<file path="src/rtl/uart_tx_mmio.sv">
// uart_tx_mmio: MMIO-fed UART transmitter with a byte FIFO and polling status.
// Frames are 8N1, LSB first; define UART_TX_PARITY_EN for 8E1 frames.
// tx is registered from the FSM output decode, so the line trails the state by one clock.
module uart_tx_mmio #(
    parameter int unsigned CLKS_PER_BIT = 200,
    parameter int unsigned FIFO_AW      = 4
) (
    input  logic               clock,
    input  logic               reset,
    input  logic               wr_en,
    input  logic [7:0]         wr_data,
    output logic               full,
    output logic               busy,
    output logic [FIFO_AW:0]   level,
    output logic               overflow,
    output logic               tx
);

    localparam int unsigned DEPTH  = 2 ** FIFO_AW;
    localparam int unsigned LVL_W  = FIFO_AW + 1;
    localparam int unsigned BAUD_W = (CLKS_PER_BIT > 1) ? $clog2(CLKS_PER_BIT) : 1;

    typedef enum logic [2:0] {
        IDLE   = 3'd0,
        START  = 3'd1,
        DATA   = 3'd2,
        STOP   = 3'd3,
        PARITY = 3'd4
    } state_t;

    state_t               state;
    state_t               state_next;
    logic [7:0]           mem [DEPTH];
    logic [FIFO_AW-1:0]   wr_ptr;
    logic [FIFO_AW-1:0]   rd_ptr;
    logic [LVL_W-1:0]     count_next;
    logic [BAUD_W-1:0]    baud_cnt;
    logic [2:0]           bit_idx;
    logic [7:0]           shift;
    logic                 empty_c;
    logic                 full_now_c;
    logic                 baud_tc_c;
    logic                 pop_c;
    logic                 push_c;
    logic                 tx_c;
`ifdef UART_TX_PARITY_EN
    logic                 par;
`endif

    assign empty_c    = (level == '0);
    assign full_now_c = (level == LVL_W'(DEPTH));
    assign baud_tc_c  = (baud_cnt == BAUD_W'(CLKS_PER_BIT - 1));
    // A simultaneous pop frees a slot, so a push is accepted even when full
    assign push_c     = wr_en && (!full_now_c || pop_c);

    // State register
    always_ff @(posedge clock) begin
        if (reset) begin
            state <= IDLE;
        end else begin
            state <= state_next;
        end
    end

    // Next-state decode
    always_comb begin
        state_next = state;
        case (state)
            IDLE: begin
                if (!empty_c) state_next = START;
            end
            START: begin
                if (baud_tc_c) state_next = DATA;
            end
            DATA: begin
                if (baud_tc_c && (bit_idx == 3'd7)) begin
`ifdef UART_TX_PARITY_EN
                    state_next = PARITY;
`else
                    state_next = STOP;
`endif
                end
            end
`ifdef UART_TX_PARITY_EN
            PARITY: begin
                if (baud_tc_c) state_next = STOP;
            end
`endif
            STOP: begin
                if (baud_tc_c) state_next = empty_c ? IDLE : START;
            end
            default: state_next = IDLE;
        endcase
    end

    // Output decode: line level and FIFO pop request
    always_comb begin
        tx_c  = 1'b1;
        pop_c = 1'b0;
        case (state)
            IDLE: begin
                pop_c = !empty_c;
            end
            START: begin
                tx_c = 1'b0;
            end
            DATA: begin
                tx_c = shift[0];
            end
`ifdef UART_TX_PARITY_EN
            PARITY: begin
                tx_c = par;
            end
`endif
            STOP: begin
                pop_c = baud_tc_c && !empty_c;
            end
            default: begin
                tx_c  = 1'b1;
                pop_c = 1'b0;
            end
        endcase
    end

    // Occupancy after this cycle's push/pop
    always_comb begin
        count_next = level;
        case ({push_c, pop_c})
            2'b10:   count_next = level + LVL_W'(1);
            2'b01:   count_next = level - LVL_W'(1);
            default: count_next = level;
        endcase
    end

    // FIFO storage (no reset needed; validity tracked by pointers)
    always_ff @(posedge clock) begin
        if (push_c) begin
            mem[wr_ptr] <= wr_data;
        end
    end

    // Pointers, status, baud/bit counters, shifter and line register
    always_ff @(posedge clock) begin
        if (reset) begin
            wr_ptr   <= '0;
            rd_ptr   <= '0;
            level    <= '0;
            full     <= 1'b0;
            busy     <= 1'b0;
            overflow <= 1'b0;
            tx       <= 1'b1;
            baud_cnt <= '0;
            bit_idx  <= '0;
            shift    <= '0;
`ifdef UART_TX_PARITY_EN
            par      <= 1'b0;
`endif
        end else begin
            if (push_c) wr_ptr <= wr_ptr + FIFO_AW'(1);
            if (pop_c)  rd_ptr <= rd_ptr + FIFO_AW'(1);
            level <= count_next;
            full  <= (count_next == LVL_W'(DEPTH));
            busy  <= (state_next != IDLE) || (count_next != '0);
            if (wr_en && !push_c) overflow <= 1'b1;
            tx <= tx_c;

            if ((state == IDLE) || baud_tc_c) begin
                baud_cnt <= '0;
            end else begin
                baud_cnt <= baud_cnt + BAUD_W'(1);
            end

            if (pop_c) begin
                shift <= mem[rd_ptr];
`ifdef UART_TX_PARITY_EN
                par   <= ^mem[rd_ptr];
`endif
            end else if ((state == DATA) && baud_tc_c) begin
                shift <= {1'b0, shift[7:1]};
            end

            if (state == START) begin
                bit_idx <= '0;
            end else if ((state == DATA) && baud_tc_c) begin
                bit_idx <= bit_idx + 3'd1;
            end
        end
    end

endmodule
</file>
<file path="config.mk">
export PLATFORM = sky130hd
export DESIGN_NAME = uart_tx_mmio
export DESIGN_NICKNAME = d
export VERILOG_FILES = /design/src/rtl/uart_tx_mmio.sv
export SDC_FILE = /design/constraint.sdc
export NUM_CORES = 1
export LEC_CHECK = 0
export CORE_ASPECT_RATIO = 0.6
export CORE_MARGIN = 2
export CORE_UTILIZATION = 35
export CTS_CLUSTER_DIAMETER = 120
export DETAILED_ROUTE_END_ITERATION = 8
export GPL_TIMING_DRIVEN = 0
export PLACE_DENSITY = 0.49
export SLEW_MARGIN = 40
export SYNTH_ARGS = -nofsm -noshare
export SYNTH_HDL_FRONTEND = slang
export SYNTH_SLANG_ARGS = --single-unit
</file>
<file path="constraint.sdc">
create_clock -name clock -period 7.1 [get_ports clock]
set_input_delay 1.42 -clock clock [delete_from_list [all_inputs] [get_ports clock]]
set_output_delay 1.42 -clock clock [all_outputs]
set_load 0.05 [all_outputs]
</file>
---- Word level (Yosys, flattened, before mapping) ----
Memory sizes are Yosys's and may differ from the RTL's. A register that Yosys moved wholly into a read port is not among the register bits.
Index checks and enable logic that the tools add are counted.
W data, S select, Z words.
word-level totals
  flip-flop bits (word level) ............. 39
  bits in writable memories ............... 128
  memories kept ........................... 1
  output and inout bits ................... 9
  input port bits ......................... 11
cells by class
  $add $sub $neg .......................... 6
  multiplexer cells ....................... 15
  equal/unequal tests ..................... 9
  reduce and logical (&&, ||, !) cells .... 18
memory list
  memory  words  bits a word  rd ports  clocked after Yosys merged registers in  wr ports  RTL line  text
  mem     16     8            1         1                                        1         33        logic [7:0] mem [DEPTH];
operators by type and width
  operator               count
  $mux W8                2
  $mux W3                4
  $pmux W3 S4            1
  $eq A5 B5 Y1 const B   2
  $pmux W5 S2            1
  $add A4 B1 Y4 const B  2
  $add A8 B1 Y8 const B  1
  $eq A8 B8 Y1 const B   1
  $mux W4                2
  $eq A3 B2 Y1 const B   2
  $add A5 B1 Y5 const B  1
  $logic_and A1 B1 Y1    5
  $logic_not A5 Y1       1
  $reduce_bool A5 Y1     1
  $sub A5 B1 Y5 const B  1
  $pmux W1 S2            2
  $reduce_or A2 Y1       2
  $add A3 B1 Y3 const B  1
  $eq A3 B1 Y1 const B   1
  $eq A3 B3 Y1 const B   1
  $logic_not A1 Y1       3
  $logic_not A3 Y1       1
  $logic_or A1 B1 Y1     3
  $mux W1                3
  other kinds (4)        4

---- Depth between registers and ports, before layout ----
  word-level depth ........................ 10
  depth in mapped cells ................... 11
  depth with buffers taken out ............ 11

---- Worst setup path after synthesis ----
OpenSTA, ideal clock, no wires.
  kind .................................... input-to-reg
  from .................................... in wr_en
  to ...................................... reg busy
  path buffers ............................ 0
  data arrival time ....................... 3.129 ns
  setup slack ............................. 3.826 ns
  stages .................................. 9
  cell sequence ........................... inv_1 > and3_1 > fa_1 > a21o_1 > a21oi_1 > and2_1 > a22oi_1 > o21ai_0 > a41oi_1
between the ends
  cells in the longest elaborated chain, start to end .. 5
  elaborated cells between the ends (all ways) .. 6
  those cells by class .................... eq/ne (2); mux (1); reduce/logical (3)
RTL lines
  what                                                 RTL line  text
  from (decl)                                          10        input logic wr_en,
  $logic_and A1 B1 Y1 (*)                              54        assign push_c = wr_en && (!full_now_c || pop_c);
  $eq A2 B1 Y1 / $eq A2 B2 Y1 (equally long branches)  128       case ({push_c, pop_c})
  $pmux W5 S2 (*)                                      128
  $reduce_bool A5 Y1 (*)                               163       busy <= (state_next != IDLE) || (count_next != '0);
  $logic_or A1 B1 Y1 (*)                               163
  to (signal assigned)                                 163
  to (decl)                                            13        output logic busy,
Mark *: on every way between the ends. The rest lies on a longest branch, timed or not.
A chain may end at the register's enable or synchronous reset.

---- Worst setup path in the final report ----
Same ends and word-level chain as after synthesis.

==> results.yml <==
run_status:
  outcome: "completed"
routing:
  viasPerCell: 5.000
  wl_per_cell_um: 20.13
  drc_errors: 0
  drt_first_pass_iters: 4
  drt_iter0_markers: 409
  postRouteAntennaNets: 0
  vias: 3710
  wirelength_um: 14940
global_route:
  track_usage: 0.1559
  antenna_found_initial: 0
  grt_pass1_vias: 3755
  overflow: 0
  grt_pass1_wl_um: 23150
  grt_max_degree: 18
finish:
  area_growth_pct: 16.55
  drive_above_1_share: 0.2164
  antenna_cells: 0
  fin_area_um2: 8026
  nets: 486
setup_path:
  crit_chain: "clkdlybuf4s50_1, inv_1, and3_1, fa_1, a21o_1, a21oi_1, and2_1, a22oi_1, o21ai_0, a41oi_1"
  crit_family: "compound AO/OA/AOI/OAI gates"
  end_kind: "flip-flop"
  worstPathRequired_ps: 7380
  cp_slowest_cell: "clkdlybuf4s50_1"
  critical_path_arrival_ps: 4050
  crit_type: "input port to flip-flop"
  path_max_fanout: 7
  slowest_delay_ps: 540
  startpoint_type: "input port"
  crit_buf_inv: 2
timing:
  final.setup_skew_ps: 13.46
  max_slew.worst_pin.slew_ps: 791.2
  fin_tns_setup_ps: 0
  max_freq_ghz: 0.2655
  slew_headroom: 0.4726
  finalHoldViolations: 0
  fin_crit_sh: 0.5305
  fin_crit_ps: 3767
  rsz0062_at_grt: "false"
  finalSetupViolCount: 0
  drv_slew: 0
synth:
  synth_seq_cells: 171
  ys_types: 46
  ys_seq_area_frac: 0.6831
  ys_top_cells_by_area: "edfxtp_1 (56%), mux4_2 (13%), dfxtp_1 (13%)"
  netlist.top_cell.by_area: "edfxtp_1"
  avgSynthCellArea_um2: 16.36
  synth-main-ff-cell: "edfxtp_1"
  synth.top_cell.area_share: 0.5581
  synth_edf_count: 128
  yosys_warnings: 0
  synth_area_um2: 6887
  synthTopCellsByCount: "edfxtp_1 (128), nor2_1 (50), dfxtp_1 (43)"
  synthesis.instances: 421
  syn_nets: 444
  yosysMostFrequentCell: "edfxtp_1"
  ys_async_sr_fraction: 0
cts:
  ctsHoldBuffers: 0
  clk_pin_slew_ps: 70
  post_cts_buffers: 0
  clk_latency_ps: 430
  cts_sinks: 171
  htree_levels: 4
  cts_buffers: 17
  cts_root_buffer: "clkbuf_16"
  cts_buffer_depth: 2
  ctsResizeCount: 0
  cts_tree: "built"
floorplan:
  core_area_um2: 19180
  dieArea_um2: 20850
  rows: 39
  die_w_um: 185.1
  initial_core_util: 0.3591
  io_pins: 20
  die_y_um: 112.7
hold_path:
  hold_path_class: "flip-flop to flip-flop"
placed_design:
  post-dp-hpwl_um: 10490
  io_buffers: 19
  globalplace.congestion: 0.7605
  placed_area_um2: 7478
pwr:
  p_leak_uw: 0.002679
  ir_worst_vdd_uv: 153.4
  p_per_area_nw_per_um2: 333.0
flow_run:
  maxCapViolCount: 0
==> cells by family (layout without fill, tap and decap cells) <==
family / Yosys count / in the layout / share of synthesized area
simple gates: 102 / 102 / 0.07231
mux: 49 / 49 / 0.1421
flops: 171 / 171 / 0.6831
fa+ha+maj: 12 / 12 / 0.02289
other cells: 1 / 1 / 0.0005445
compound gates: 41 / 41 / 0.04215
buf+inv: 29 / 84 / 0.01653
xor+xnor: 16 / 16 / 0.02035
==> power by group <==
group          internal (µW)  leakage, µW  total [µW]  switching [µW]
Clock                    455     0.000272         859             403
Combinational            263     0.000900         623             360
Sequential              1140      0.00151        1190            49.5
==> layout make-up <==
class | instances | area [µm²]
Fill cell | 1769 | 11150
Tap cell | 266 | 332.8
Clock inverter | 14 | 111.4
Multi-Input combinational cell | 221 | 2118
Clock buffer | 18 | 429.2
Buffer | 22 | 91.34
Inverter | 7 | 26.28
Sequential cell | 171 | 4705
Timing Repair Buffer | 23 | 212.7
==> worst reg2reg max path, stage by stage (launching register included) <==
cell	delay [ps]
dfxtp_1	390
ha_1	260
and4b_1	330
a31o_2	260
and3_1	370
ha_1	330
a21o_1	180
a21oi_1	280
and2_1	210
a22oi_1	90
o21ai_0	350
a41oi_1	160
==> path summary, 6_finish.rpt <==
path / start / to / slack (ps) / depth (start not counted)
worst max register to register: baud_cnt[0] / busy / 3760 / 11
worst min-delay path: overflow / overflow / 450 / 2
worst min register to register: overflow / overflow / 450 / 2
worst max-delay path: wr_en / busy / 3330 / 10
==> cells in the final DEF (no fill, tap or decap), drive strengths merged, types with 2 or more instances in the layout <==
master,Yosys,routed
a21oi,10,10
dfxtp,43,43
nor2,50,50
buf,5,9
a21o,4,4
xnor2,4,4
and2,4,4
nand3,7,7
o21ai,5,5
a22oi,4,4
nor2b,2,2
edfxtp,128,128
nand2,13,13
mux2i,10,10
nand2b,4,4
and3,3,3
xor2,12,12
or3,3,3
nor3,9,9
ha,11,11
clkinv,0,6
inv,7,15
clkdlybuf4s50,0,19
mux4,39,39
clkbuf,17,35
a211oi,9,9
==> layer usage <==
metal,wire length (µm),GRT usage
met5,0,0
met4,47,0.04444
met3,863,0.03829
met2,6378,0.2132
met1,7651,0.2437
==> metrics by stage <==
| step | util | total power [µW] | hold WS, ps | instances | worst slack [ps] |
|---|---|---|---|---|---|
| 6_report | 0.4185 | 2673 | 453.4 | 742 | 3333 |
| 5_1_grt | 0.4185 | 2804 | 489.2 | 742 | 3192 |
| 4_1_cts | 0.4182 | 2698 | 457.2 | 742 | 3396 |
| 3_5_place_dp | 0.3900 | 1841 | 447.5 | 710 | 2945 |
| 3_3_place_gp | 0.3864 | 1824 | 434.5 | 706 | 2603 |
| 2_1_floorplan | - | 1650 | 437.7 | 421 | 3826 |
==> state kept, by name (all words and copies together), names as in the netlist, named ones only <==
name	count
state	3
level	5
rd_ptr	4
shift	8
overflow	1
baud_cnt	8
bit_idx	3
wr_ptr	4
tx	1
mem	128
busy	1
full	1
Power figures use the tool's default switching activity.
==> patch 1, RTL diff (config.mk and constraints unchanged) <==
Make the reset (`reset`) asynchronous in 2 clocked blocks.
--- a/src/rtl/uart_tx_mmio.sv
+++ b/src/rtl/uart_tx_mmio.sv
@@ -54,7 +54,7 @@
     assign push_c     = wr_en && (!full_now_c || pop_c);
 
     // State register
-    always_ff @(posedge clock) begin
+    always_ff @(posedge clock or posedge reset) begin
         if (reset) begin
             state <= IDLE;
         end else begin
@@ -140,7 +140,7 @@
     end
 
     // Pointers, status, baud/bit counters, shifter and line register
-    always_ff @(posedge clock) begin
+    always_ff @(posedge clock or posedge reset) begin
         if (reset) begin
             wr_ptr   <= '0;
             rd_ptr   <= '0;
Formal check against the unedited RTL: differs if reset is asserted again (counterexample within 4 cycles, from zero or initial values and one cycle with reset high); with reset held inactive, the same outputs for 10 cycles.
==> patch 1 against the original RTL <==
Wire length grew 0.53%; combinational power up 69%; critical path depth shrank 1; power is 21% higher; via count down 0.19%; first-iteration DRC count decreased by 8.3%; register-to-register slack worse by 0.44 ns; setup slack worse by 0.12 ns; final area rose by 2.0%; critical endpoint is now busy; clock skew decreased by 0.0039 ns; count of clock-buffer cells in the layout increased by 4; area after synthesis rose by 1.3%; sequential cell count is 4 lower; largest cell class unchanged; highest routed layer unchanged.
==> patch 1: results (changes against the original RTL) <==
Hold Worst Slack 0.496 ns (+0.0427 ns); post-synth cell types 48 (+4.3%); Signal inverters 6 (-1); first-pass GRT wire length 23500 um (+1.5%); initial antenna violation count 1 (+1); Non-clock buffers 44 (-2.2%); Comb group 1050 uW (+69%); Internal 2150 uW (+15%); post-synthesis mux area share 0.136 (-0.00619); Power, Total 3220 uW (+21%); reg-to-reg slack, setup 3.32 ns (-0.44 ns); Signal buf overhead 0.0394 (+0.00156); HP Start overflow; fillcell total 1720 (-2.8%); Synth Area in XOR/XNOR 0.0201 (-0.000270); outcome finished clean; Clock-cell share 0.0693 (+0.00191); clock buf count 22 (+4); leakage 0.00285 uW (+6.4%); met2 usage 0.208 (-0.00502); fin cells 745 (+0.40%); multi-input combinational area share 0.259 (-0.00539); hold path cells 1 (-1); routability cong. 0.758 (-0.38%); Slew HR 0.452 (-0.0203); Worst Clk Skew 0.00959 ns (-0.00387 ns); critical path arrival 4.19 ns (+0.14 ns); largest net degree at the start of global routing 36 (+18); detailed placement HPWL 10400 um (-0.56%); dpl ws 2.51 ns (-0.439 ns); WL/cell 20.2 um (+0.12%); via count 3703 (-0.19%); Syn Nets 447 (+0.68%); WHS Endpoint overflow; proportion of layout cells with a drive suffix above 1 0.221 (+0.00491); placed cell count 713 (+0.42%); met1 usage 0.243 (about the same); Async SR Flop Fraction 0.234 (+0.234); post-route cell area 8180 um2 (+2.0%); Met3 Wirelength 629 um (-27%); M3 GR Usage 0.0412 (+0.00294)
patch 1: cell count changes after synthesis, moves of 9 or more:
cell,delta
nand2_1,+14
o21ai_0,+9
dfrtp_1,+38
dfxtp_1,-43
nor2_1,-23
patch 1: critical path, cell delays in order:
cell             delay [ns]
clkdlybuf4s50_1        0.53
nor3_2                 0.48
ha_1                   0.36
a21o_1                 0.17
a21o_1                 0.20
or4_4                  0.43
a21oi_2                0.15
a31oi_1                0.06
or3_1                  0.38
patch 1: worst max-delay path by stage:
| stage | start | end | slack (ns) | depth (start not counted) |
|---|---|---|---|---|
| floorplan | wr_en | busy | 3.33 | 8 |
| global placement | wr_en | busy | 2.49 | 9 |
| detailed placement | wr_en | busy | 2.51 | 9 |
| CTS | wr_en | busy | 2.95 | 9 |
| global route | wr_en | busy | 3.02 | 9 |
| finish | wr_en | busy | 3.21 | 9 |
==> patch 2, RTL diff (same settings) <==
Made on the original files. Change the parameter `CLKS_PER_BIT` from 200 to 300.
--- a/src/rtl/uart_tx_mmio.sv
+++ b/src/rtl/uart_tx_mmio.sv
@@ -2,7 +2,7 @@
 // Frames are 8N1, LSB first; define UART_TX_PARITY_EN for 8E1 frames.
 // tx is registered from the FSM output decode, so the line trails the state by one clock.
 module uart_tx_mmio #(
-    parameter int unsigned CLKS_PER_BIT = 200,
+    parameter int unsigned CLKS_PER_BIT = 300,
     parameter int unsigned FIFO_AW      = 4
 ) (
     input  logic               clock,
Behaviour: same outputs for any inputs over 10 cycles, from zero or initial values and one cycle with reset high; that may be too few to reach the edited logic, so the function may still have changed.
==> patch 2 against the original RTL <==
Final area rose by 3.5%; first-iteration DRC count fell by 16%; wire length rose by 4.0%; worst hold slack improved by 0.021 ns; sequential cell count rose by 1; register-to-register slack got worse by 0.66 ns; area after synthesis rose by 3.5%; power rose by 8.0%; setup slack got worse by 0.23 ns; clock power rose by 6.4%; largest cell class unchanged; global-route usage fell by 0.35 points; clock skew fell by 0.0043 ns.
==> patch 2: results (changes against the original RTL) <==
WHS Endpoint overflow; Resize count post-CTS 0 (unchanged); R2R depth 15 (+4); clock root buffer clkbuf_16; htree depth 4 (unchanged); first-pass GRT wire length 23500 um (+1.7%); reg-to-reg slack, setup 3.10 ns (-0.66 ns); proportion of layout cells with a drive suffix above 1 0.194 (-0.0228); fin cells 774 (+4.3%); Post-synth EDFFs 128 (unchanged); WL/cell 20.1 um (-0.30%); hold path cells 2 (unchanged); initial antenna violation count 0 (unchanged); initial DRC count 344 (-16%); vias in the first global route 3813 (+1.5%); largest net degree at the start of global routing 17 (-1); Synth area leaders edfxtp_1 54%, dfxtp_1 12%, mux4_2 12%, nor2_1 2.9%, ha_1 1.9%; Clock Latency Late Sink 0.43 ns (about the same); placed cell count 742 (+4.5%); Setup Buffers After CTS 0 (unchanged); First-pass DRT Iterations 5 (+1); Max Buffers Root-to-Sink 2 (unchanged); DR vias/cell 5.06 (+1.1%); global-route usage over all layers 0.152 (-0.00348); grt ovf 0 (unchanged); post-synth cell types 55 (+20%); Worst Clk Skew 0.00921 ns (-0.00425 ns); RR Endpoint full; Hold Worst Slack 0.474 ns (+0.0210 ns); top_reg_cell synth edfxtp_1; # nets final 511 (+5.1%); critical path arrival 4.37 ns (+0.32 ns); Port Buffers 19 (unchanged); CTS buffer count 17 (unchanged); Seq/Total Area, Yosys 0.663 (-0.0203); outcome finished clean; worst r2r src baud_cnt[0]; n_diodes 0 (unchanged); Syn Nets 473 (+6.5%); Worst-Margin Slew 0.806 ns (+0.0148 ns); leakage 0.00271 uW (+1.3%); Worst-path clk slew 0.07 ns (about the same); worst hold-check path type flop to flop; biggest regs mem x128, baud_cnt x9, shift x8; routability cong. 0.832 (+9.3%); most common library cells after synthesis 128 x edfxtp_1, 55 x nor2_1, 44 x dfxtp_1; worst-case vdd ir drop 0.124 mV (-19%); Synth Warn # 0 (unchanged); Post-Syn Instances 450 (+6.9%); Async SR Flop Fraction 0 (unchanged); Post-DRT Antenna Nets 0 (unchanged); HP Start overflow; crit-path max FO 10 (+3); detailed placement HPWL 10600 um (+0.71%)
-- patch 2: cell count changes in the layout (fill, tap and decap cells not counted), moves of 3 or more --
cell / unedited run / this run
a31oi_1: 1 / 4
and2_1: 4 / 1
buf_2: 8 / 4
clkinv_4: 5 / 1
clkinvlp_4: 0 / 3
inv_1: 8 / 5
nand4_1: 1 / 4
nor2_1: 38 / 47
nor2_2: 12 / 8
nor3_2: 4 / 0
nor3_4: 1 / 4
-- patch 2: kinds of logic after synthesis --
family | Yosys count | synth area share
flip-flops | 172 | 0.663
AND/OR/NAND/NOR | 116 | 0.0774
multiplexers | 50 | 0.139
AO/OA/AOI/OAI | 49 | 0.0546
buffers and inverters | 30 | 0.0186
XOR/XNOR | 20 | 0.0246
adder cells (fa/ha/maj) | 12 | 0.0221
other | 1 | 0.000526
-- patch 2: final cells by class --
type | instances | area, um2
sequential | 172 | 4720
clock inverter | 13 | 140
inverter | 5 | 18.8
timing repair buffer | 19 | 190
multi-input combinational | 248 | 2340
buffer | 25 | 116
clock buffer | 19 | 433
tap | 273 | 342
fill | 1803 | 11700
-- patch 2: how the worst max path moves through the flow --
| stage | from | to | slack, ns | cells after the start |
|---|---|---|---|---|
| 6_report | baud_cnt[0] | full | 3.10 | 15 |
| 5_1_grt | baud_cnt[0] | full | 2.84 | 15 |
| 4_1_cts | baud_cnt[0] | full | 3.10 | 15 |
| 3_5_place_dp | wr_en | full | 2.77 | 10 |
| 3_3_place_gp | wr_en | mem[3][0] | 2.80 | 5 |
| 2_1_floorplan | level[0] | full | 3.55 | 13 |
-- patch 2: per-layer routing --
layer / track usage / share of wire / wire length (um) / up-vias
met5: 0 / 0 / 0 / -
li1: - / - / - / 1823
met3: 0.0346 / 0.063 / 976 / 15
met2: 0.199 / 0.40 / 6260 / 96
met1: 0.242 / 0.52 / 8130 / 1980
met4: 0.0551 / 0.011 / 166 / 0
-- patch 2: where the power goes --
part / leakage (uW) / switching, uW / internal, uW
Combinational: 0.000927 / 445 / 330
Clock: 0.000272 / 394 / 520
Sequential: 0.00151 / 49.6 / 1150
Total: 0.00271 / 889 / 2000
-- patch 2: worst max-delay path: stages (launching register included) --
cell      delay [ns]
dfxtp_1         0.41
ha_1            0.32
nand4b_1        0.17
or3_1           0.42
buf_6           0.17
a21o_1          0.18
buf_6           0.14
buf_2           0.19
nor2_1          0.31
ha_1            0.37
o21ba_2         0.24
a221o_1         0.34
o22ai_1         0.20
nand3_1         0.10
nand3_1         0.17
and4b_1         0.21
-- patch 2: stage by stage --
step | worst slack [ns] | power, uW | area, um2
finish | 3.10 | 2890 | 8310
floorplan | 3.55 | 1770 | 7130
CTS | 3.10 | 2910 | 8260
detailed placement | 2.77 | 1990 | 7690
global placement | 2.80 | 1980 | 7660
global route | 2.84 | 3020 | 8310
